==> src/rtl/sevenseg_mux_driver.sv <==
// Time-multiplexed driver for an N-digit common-anode seven-segment display.
// Handshake: load is a single-cycle capture strobe with no ready; every clock
// edge with load=1 copies value/dp_en/blank_lz into the shadow registers, and
// the pins reflect the new data from the following edge onward.
module sevenseg_mux_driver #(
  parameter int NUM_DIGITS    = 4,
  parameter int REFRESH_DIV   = 100000,
  parameter int GUARD         = 2,
  parameter int ACTIVE_LOW_AN = 1
) (
  input  logic                    clk,
  input  logic                    rst,
  input  logic [4*NUM_DIGITS-1:0] value,
  input  logic [NUM_DIGITS-1:0]   dp_en,
  input  logic                    blank_lz,
  input  logic                    load,
  output logic [NUM_DIGITS-1:0]   an,
  output logic [7:0]              seg
);

  localparam int CNT_W = (REFRESH_DIV > 1) ? $clog2(REFRESH_DIV) : 1;
  localparam int IDX_W = (NUM_DIGITS > 1) ? $clog2(NUM_DIGITS) : 1;
  localparam logic [NUM_DIGITS-1:0] AN_OFF = (ACTIVE_LOW_AN != 0) ? {NUM_DIGITS{1'b1}}
                                                                  : {NUM_DIGITS{1'b0}};

  // Active-low segment pattern for bits [6:0]; the DP bit is handled separately.
  function automatic logic [6:0] hex_to_seg(input logic [3:0] nib);
    logic [6:0] s;
    case (nib)
      4'h0: s = 7'h08;
      4'h1: s = 7'h6D;
      4'h2: s = 7'h22;
      4'h3: s = 7'h24;
      4'h4: s = 7'h45;
      4'h5: s = 7'h14;
      4'h6: s = 7'h10;
      4'h7: s = 7'h2D;
      4'h8: s = 7'h00;
      4'h9: s = 7'h04;
      4'hA: s = 7'h01;
      4'hB: s = 7'h50;
      4'hC: s = 7'h1A;
      4'hD: s = 7'h60;
      4'hE: s = 7'h12;
      default: s = 7'h13;
    endcase
    return s;
  endfunction

  logic [4*NUM_DIGITS-1:0] sv_q, sv_d;
  logic [NUM_DIGITS-1:0]   sdp_q, sdp_d;
  logic                    slz_q, slz_d;
  logic [CNT_W-1:0]        cnt_q, cnt_d;
  logic [IDX_W-1:0]        idx_q, idx_d;
  logic [NUM_DIGITS-1:0]   an_q, an_d;
  logic [7:0]              seg_q, seg_d;

  logic [NUM_DIGITS-1:0]   blank_vec;
  logic [NUM_DIGITS-1:0]   an_on;
  logic [3:0]              nib;
  logic                    dp_on;
  logic                    blank_cur;
  logic                    zero_above;

  // Shadow capture: inputs only matter on edges where load is high.
  always_comb begin
    sv_d  = sv_q;
    sdp_d = sdp_q;
    slz_d = slz_q;
    if (load) begin
      sv_d  = value;
      sdp_d = dp_en;
      slz_d = blank_lz;
    end
  end

  // Scan position: cnt walks one slot, idx advances on each slot wrap.
  always_comb begin
    cnt_d = cnt_q + CNT_W'(1);
    idx_d = idx_q;
    if (cnt_q == CNT_W'(REFRESH_DIV - 1)) begin
      cnt_d = '0;
      if (idx_q == IDX_W'(NUM_DIGITS - 1)) idx_d = '0;
      else                                 idx_d = idx_q + IDX_W'(1);
    end
  end

  // Pin values for the next edge, built from the current scan state and shadows.
  always_comb begin
    blank_vec  = '0;
    an_on      = '0;
    nib        = 4'h0;
    dp_on      = 1'b0;
    blank_cur  = 1'b0;
    zero_above = 1'b1;
    an_d       = AN_OFF;
    seg_d      = 8'hFF;
    // A digit is a leading zero when it and every more-significant nibble is 0.
    for (int i = NUM_DIGITS - 1; i >= 0; i--) begin
      zero_above   = zero_above & (sv_q[4*i +: 4] == 4'h0);
      blank_vec[i] = slz_q & zero_above & (i != 0);
    end
    for (int i = 0; i < NUM_DIGITS; i++) begin
      if (idx_q == IDX_W'(i)) begin
        nib       = sv_q[4*i +: 4];
        dp_on     = sdp_q[i];
        blank_cur = blank_vec[i];
        an_on[i]  = 1'b1;
      end
    end
    // The guard keeps every anode dark at the start of each slot to avoid ghosting.
    if (cnt_q >= CNT_W'(GUARD)) begin
      an_d  = (ACTIVE_LOW_AN != 0) ? ~an_on : an_on;
      seg_d = {~dp_on, blank_cur ? 7'h7F : hex_to_seg(nib)};
    end
  end

  // State and registered pins; reset drops the display dark immediately.
  always_ff @(posedge clk or posedge rst) begin
    if (rst) begin
      sv_q  <= '0;
      sdp_q <= '0;
      slz_q <= 1'b0;
      cnt_q <= '0;
      idx_q <= '0;
      an_q  <= AN_OFF;
      seg_q <= 8'hFF;
    end else begin
      sv_q  <= sv_d;
      sdp_q <= sdp_d;
      slz_q <= slz_d;
      cnt_q <= cnt_d;
      idx_q <= idx_d;
      an_q  <= an_d;
      seg_q <= seg_d;
    end
  end

  assign an  = an_q;
  assign seg = seg_q;

endmodule

==> config.mk <==
export PLATFORM = sky130hd
export DESIGN_NAME = sevenseg_mux_driver
export DESIGN_NICKNAME = d
export VERILOG_FILES = /design/src/rtl/sevenseg_mux_driver.sv
export SDC_FILE = /design/constraint.sdc
export NUM_CORES = 1
export LEC_CHECK = 0
export ABC_AREA = 1
export BUFFER_PORTS_ARGS = -buffer_cell sky130_fd_sc_hd__buf_2
export CAP_MARGIN = 20
export CORE_MARGIN = 8
export CORE_UTILIZATION = 45
export DETAILED_ROUTE_END_ITERATION = 8
export PLACE_DENSITY = 0.63
export SYNTH_ARGS = -nofsm -noshare
export SYNTH_HDL_FRONTEND = slang
export SYNTH_SLANG_ARGS = --single-unit
==> constraint.sdc <==
create_clock -name clk -period 5.5 [get_ports clk]
set_input_delay 1.1 -clock clk [delete_from_list [all_inputs] [get_ports clk]]
set_output_delay 1.1 -clock clk [all_outputs]
set_load 0.1 [all_outputs]
==> Word-level counts from Yosys, hierarchy flattened <==
Memory sizes are Yosys's and may differ from the RTL's.
Index checks and enable logic that the tools add are counted.
{ "totals": {"elab_cells": 46, "romBits": 112, "latchBits": 0, "input_bits": 24, "ram_bits": 0, "memories": 1, "out_inout_bits": 12, "ff_bits": 52} }
{ "classes": {"order_cmp": 1, "addsub": 2, "n_eq_ne": 4, "div": 0, "n_mul": 0, "n_mux": 20, "reduce_logical": 4, "n_bitwise": 7, "shift": 0} }
{ "memory_table": {"columns": ["name", "depth", "width", "read_ports", "rd_ports_with_merged_regs", "wr", "line", "text"], "rows": [
  ["(no name shown)", 16, 7, 1, 0, 0, "29", "case (nib)"]
]} }
{ "ops": {"columns": ["op", "count"], "rows": [
  ["two-way mux 4 bit", 5],
  ["adder 17 x 1 -> 17 bit (second input constant)", 1],
  ["equality test 17 bit (second input constant)", 1],
  [">= comparator 17 x 2 -> 1 bit (second input constant)", 1],
  ["two-way mux 17 bit", 1],
  ["zero test 4 bit", 3],
  ["two-way mux 1 bit", 11],
  ["two-way mux 8 bit", 1],
  ["two-way mux 7 bit", 1],
  ["bitwise AND 1 bit", 5],
  ["equality test 2 bit (second input constant)", 2],
  ["inverter 4 bit", 1],
  ["adder 2 x 1 -> 2 bit (second input constant)", 1],
  ["equality test 2 x 1 -> 1 bit (second input constant)", 1],
  ["zero test 2 bit", 1],
  ["two-way mux 2 bit", 1],
  ["inverter 1 bit", 1]
]} }

==> Depth between registers and ports, before layout <==
Gate-level depths: netlist of run 1.
{ "logic_depth": {"ltp_word": 9, "ltp_mapped": 13, "depth_no_buf": 13} }

==> Worst setup path before layout of run 1 <==
OpenSTA, ideal clock, no wires.
{ "synth_path": {"path_kind": "register to output", "startpoint": "register an_q[0], in the netlist an[0]", "endpoint": "output an[0]", "path_slack_ns": 3.577, "path_stages_with_launch": 1, "t_required_ns": 4.400, "t_arrival_ns": 0.823, "path_buffers": 0, "path_cell_list": "dfstp_2"} }
{ "synth_lines": {"columns": ["item", "line", "text"], "rows": [
  ["start: declaration", "55", "logic [NUM_DIGITS-1:0] an_q, an_d;"],
  ["start signal: assignment", "134", "an_q <= an_d;"],
  ["end: declaration", "17", "output logic [NUM_DIGITS-1:0] an,"]
]} }
No word-level cell between the ends.

==> Worst setup path in the final report of run 1 <==
{ "layout_path": {"startpoint": "register an_q[2], in the netlist an[2]", "endpoint": "output an[2]"} }
No word-level cell between the ends.

==> results.md, run 1 <==
* Status: finished, final reports clean
* Worst slew margin at 57.6%
* Number of setup buffers added after CTS at 0
* Syn nets at 371
* Peak supply drop at 0.000176 V
* Total power per unit cell area at 260 nW/um^2
* Final setup vio count at 0
* Post-DP HPWL at 4.12 mm
* DR pass1 iterations at 4
* Tcrit/Tclk final at 42.6%
* Routability cong. at 0.892
* Fmax at 427 MHz
* Die Y at 94.7 um
* CORE AREA at 5960 um^2
* Clk buf depth at 2
* Max Cap Viol at 0
* Critical-path top delay cell: dfstp_2
* RSZ-0062 raised after global routing: no
* Layout cell share with drive strength beyond 1 at 24.4%
* Synth cell count leaders: nand2_1, inv_1, dfrtp_1, nor2_1, nand3_1
* Starting Density at 46.7%
* Lkg Pwr at 1.59 nW
* CTS buffer count at 5
* WHS at 0.492 ns
* Sink Count at 52
* Post-synth top area share at 36.0%
* Initial DRC Count at 78
* Post_cts resized at 0
* Min-Delay Path Class: register to register
* Critical path data arrival time at 1.24 ns
* Die ar. at 8960 um^2
* CTS Hold Bufs at 0
* Via Count at 2,136
* Insertion delay to the later sink of the worst-skew pair at 0.31 ns
* CTS Root Cell: clkbuf_8
* Critical Path RT at 4.40 ns
* Final wirelength at 5.41 mm
* Die W at 94.7 um
* Site Rows at 28
* Synth async-reset ratio at 100%
* Final ANT Viol Nets at 0
* Startpoint types: register
* Area leader, netlist: dfrtp_1
* Crit path kind: register to output pin
* Clock transition at path regs at 0.10 ns
* Mean Syn Cell Area at 8.31 um^2
* GRT Residual Overflow at 0
* Crit path buf inv count at 1
* Post-synthesis sequential area ratio at 47.3%
* Tightest Pin Transition at 0.635 ns
* Fin worst setup slack at 3.16 ns
* Pins Over Slew Limit at 0
* Fin crit period at 2.34 ns
* Synth Cell Area at 2780 um^2
* Syn-to-layout area delta at 12.0%
* Boundary pin count at 36
* Post-route DRC at 0
* DR WL/cell at 12.1 um
* Largest net degree at the start of global routing at 53
* Crit-path cells: buf_2
* GRT Overall Usage at 13.0%
* Synth Register Bits at 52
* Final net count at 408
* Syn Inst Count at 335
* Antenna violations before repair at 0
* CP delay by family, top: flip-flops
* Total power at 0.810 mW
* Port Buf Inserts at 35
* Ys Warns at 0
* Setup TNS at 0 ns
* Drt via density at 4.77
* Number of global-route vias before repair at 2,095
* CP max stage delay at 0.52 ns
* H-tree Lvls at 2
* Post-synthesis cell type count at 31
* CP Max Fanout at 1
* CTS tree: done
* Max Clock Skew at 0.0133 ns
* Most frequent cell after synthesis: nand2_1
* Crit end category: output pin
* Post-synth EDFFs at 0
* Ys flop type: dfrtp_1
* Final hold viol count at 0
* Worst slack, placed at 3.44 ns
* # diodes at 0
* Area contributors post-synth: dfrtp_1, nand2_1, dfstp_2, inv_1, ha_1
* Global-route wire length before repair at 9.43 mm
-- final timing paths --
check                                           from  cells after the start  slack (ns)              endpoint
min in group asynchronous                        rst                      3        0.95   cnt_q[11]$_DFF_PP0_
worst min-delay path              cnt_q[0]$_DFF_PP0_                      1        0.49    cnt_q[0]$_DFF_PP0_
worst max-delay path                 an[2]$_DFF_PP1_                      1        3.16                 an[2]
worst min register to register    cnt_q[0]$_DFF_PP0_                      1        0.49    cnt_q[0]$_DFF_PP0_
max in group asynchronous                        rst                      3        4.12  sdp_q[1]$_DFFE_PP0P_
worst max register to register  idx_q[0]$_DFFE_PP0N_                     11        3.42      seg[4]$_DFF_PP1_
-- routing by layer --
layer  global-route usage, %  wire, um  vias to the layer above
li1                        -         -                     1122
met3                    3.41       303                        8
met1                    17.1      2630                      964
met5                       0         0                        -
met4                    3.90        80                        0
met2                    20.4      2400                       42
-- report_power, final --
| group | switching (mW) | internal, mW | leakage [nW] | total (mW) |
|---|---|---|---|---|
| combinational | 0.122 | 0.0390 | 0.924 | 0.161 |
| sequential | 0.00984 | 0.412 | 0.627 | 0.422 |
| clock | 0.124 | 0.103 | 0.0445 | 0.227 |
| total | 0.256 | 0.554 | 1.59 | 0.810 |
-- cells in the final DEF (no fill, tap or decap), drive strengths merged --
master / instances
nand2: 91
inv: 53
dfrtp: 40
buf: 36
nor2: 28
o21ai: 25
nand3: 21
ha: 12
dfstp: 12
mux2: 11
a21oi: 11
nor3: 9
xor2: 8
clkbuf: 7
nand4: 4
and3: 1
nor4: 1
nor3b: 1
o211ai: 1
clkinvlp: 1
-- logic make-up (layout without fill, tap and decap cells) --
logic type,count (synthesis),count (layout),share of synthesized area (%)
flip-flops,52,52,47.3
adder cells (fa/ha/maj),12,12,5.39
multiplexers,11,11,4.45
buffers and inverters,59,97,8.54
AND/OR/NAND/NOR,156,156,24.5
XOR/XNOR,8,8,2.52
AO/OA/AOI/OAI,37,37,7.28
-- registers in the layout (all words and copies together), names as in the netlist --
signal,flops
an,4
cnt_q,17
idx_q,2
sdp_q,4
seg,8
slz_q,1
sv_q,16
-- final cells by class --
cell class	instances	area, um^2
Multi-Input combinational cell	224	1230
Sequential cell	52	1320
Fill cell	590	2840
Inverter	53	201
Timing Repair Buffer	36	183
Clock buffer	7	86.3
Clock inverter	1	7.51
Tap cell	75	93.8
-- stage by stage --
| stage | util (%) | instances | instance area [um^2] |
|---|---|---|---|
| 2_1_floorplan | - | 335 | 2780 |
| 3_3_place_gp | 50.8 | 440 | 3020 |
| 3_5_place_dp | 50.8 | 440 | 3020 |
| 4_1_cts | 52.4 | 448 | 3120 |
| 5_1_grt | 52.4 | 448 | 3120 |
| 6_report | 52.4 | 448 | 3120 |
Power figures use the tool's default switching activity.
==> run 2: changes to the inputs <==
--- a/config.mk
+++ b/config.mk
@@ -11,7 +11,7 @@
 export CORE_MARGIN = 8
 export CORE_UTILIZATION = 45
 export DETAILED_ROUTE_END_ITERATION = 8
-export PLACE_DENSITY = 0.63
+export PLACE_DENSITY = 0.65
 export SYNTH_ARGS = -nofsm -noshare
 export SYNTH_HDL_FRONTEND = slang
 export SYNTH_SLANG_ARGS = --single-unit
==> constraint.sdc (replaced) <==
create_clock -name clk -period 1.9 [get_ports clk]
set_input_delay 0.38 -clock clk [delete_from_list [all_inputs] [get_ports clk]]
set_output_delay 0.38 -clock clk [all_outputs]
set_load 0.1 [all_outputs]
==> run 2 against run 1 <==
Register-to-register slack got worse by 3.3 ns. Highest routed layer unchanged. Sequential power grew to 2.9 times the previous value. Critical path depth is 9 higher. Non-clock buffer count increased by 7. Sequential share of layout area decreased by 1.5 points. Critical endpoint is now seg[4]$_DFF_PP1_. Clock power rose to 2.7 times the previous value. Critical path type is now register to register.
==> results.md, run 2 (synthesis results as in run 1) <==
* CTS tree: done
* Port Buf Inserts at 35
* Drt via density at 4.89
* Startpoint types: register
* Routability cong. at 0.885
* Peak supply drop at 0.000389 V
* Status: finished, final reports clean
* Largest net degree at the start of global routing at 53
* GRT Residual Overflow at 0
* Total power at 2.32 mW
* Via Count at 2,227
* Post-route design area at 3240 um^2
* Fmax at 553 MHz
* Final wirelength at 5.68 mm
* Final non-filler cell total at 455
* Final net count at 415
* Final hold viol count at 0
* Max Cap Viol at 0
* Critical path data arrival time at 2.05 ns
* Final ANT Viol Nets at 0
* Worst slew margin at 67.2%
* Max reg flops at 17
* Boundary pin count at 36
* Insertion delay to the later sink of the worst-skew pair at 0.31 ns
* DR WL/cell at 12.5 um
* Final setup vio count at 0
* Final Util at 54.4%
* Global-route wire length before repair at 9.77 mm
* Reg2reg path depth at 10
* Lkg Pwr at 1.64 nW
* DR pass1 iterations at 4
* CTS Hold Bufs at 0
* Initial DRC Count at 88
* Dpl cell area at 3070 um^2
* Clock transition at path regs at 0.10 ns
* Commonest non-fill, non-tap cell in the layout: nand2_1
* Post-DP HPWL at 4.29 mm
* H-tree Lvls at 2
* Tightest Pin Transition at 0.492 ns
* Total power per unit cell area at 717 nW/um^2
* Placed Cells at 444
* Sink Count at 52
* Pins Over Slew Limit at 0
* Tcrit/Tclk final at 95.2%
* Die ar. at 8960 um^2
* CORE AREA at 5960 um^2
* Clk buf depth at 2
* Post-route DRC at 0
* Die Y at 94.7 um
* Site Rows at 28
* Fin crit period at 1.81 ns
* Starting Density at 46.7%
* Crit end category: register
* Number of global-route vias before repair at 2,209
* CTS Root Cell: clkbuf_8
* Crit Reg-Reg Endpoint: seg[4]$_DFF_PP1_
* Largest reg by FF count: cnt_q
* Die W at 94.7 um
* # diodes at 0
* Critical Path RT at 2.14 ns
* CTS buffer count at 5
* CP Max Fanout at 7
* Commonest non-fill, non-tap cells in the layout: nand2_1, dfrtp_1, inv_1
* Syn-to-layout area delta at 16.4%
* Max Clock Skew at 0.0132 ns
* Worst R2R Setup Slack at 0.09 ns
* FF-to-FF Start: idx_q[1]$_DFFE_PP0N_
* Min-Delay Path Class: input pin to asynchronous set/reset pin
* Antenna violations before repair at 0
* Layout cell share with drive strength beyond 1 at 28.7%
* Crit path kind: register to register
* GRT Overall Usage at 13.5%
==> run 2: stage by stage <==
step / hold slack (ns) / TNS [ns] / setup WS, ns
final: 0.103 / 0 / 0.0915
after global routing: 0.121 / -0.0182 / -0.00749
after CTS: 0.115 / 0 / 0.0186
after detailed placement: 0.449 / 0 / 0.0246
after global placement: 0.448 / 0 / 0.101
after floorplan: 0.405 / 0 / 0.142
==> run 2: how the worst max path moves through the flow <==
stage                                    start          endpoint  cells after the start
final                     idx_q[1]$_DFFE_PP0N_  seg[4]$_DFF_PP1_                     10
after global routing      idx_q[0]$_DFFE_PP0N_  seg[5]$_DFF_PP1_                     14
after CTS                 idx_q[1]$_DFFE_PP0N_  seg[4]$_DFF_PP1_                     11
after detailed placement  idx_q[0]$_DFFE_PP0N_  seg[4]$_DFF_PP1_                     11
after global placement    idx_q[0]$_DFFE_PP0N_  seg[0]$_DFF_PP1_                     11
after floorplan           idx_q[0]$_DFFE_PP0N_  seg[0]$_DFF_PP1_                     13
==> run 2: worst max-delay path: stages, from the launching register on <==
cell and delay [ns]:
dfrtp_1 0.42, buf_4 0.16, ha_4 0.18, inv_2 0.09, nand3_1 0.12, nand2_1 0.10
nand2_2 0.09, ha_1 0.32, o21ai_1 0.14, nand2_1 0.07, nand2_1 0.06
==> run 2: area by class of cell <==
type	count	area, um^2
Fill cell	554	2720
Sequential cell	52	1320
Multi-Input combinational cell	224	1290
Timing Repair Buffer	43	248
Inverter	53	204
Tap cell	75	93.8
Clock buffer	5	68.8
Clock inverter	3	17.5
==> run 2: repair_timing <==
item / in CTS / in global routing
resized for setup: 1 / 15
buffers inserted: 0 / 3
pin swaps: 0 / 1
setup endpoints to repair: 2 / 7
==> run 2: layer usage <==
metal	track usage, %	up-vias	wire, um
met5	0	-	0
met4	4.68	0	55
met3	3.89	6	306
met2	21.4	45	2630
met1	17.2	1036	2690
li1	-	1140	-
==> run 2: where the power goes <==
part / switching, mW / leakage [nW] / internal (mW) / total [mW]
combinational: 0.358 / 0.973 / 0.121 / 0.479
sequential: 0.0306 / 0.625 / 1.19 / 1.22
clock: 0.361 / 0.0460 / 0.258 / 0.619
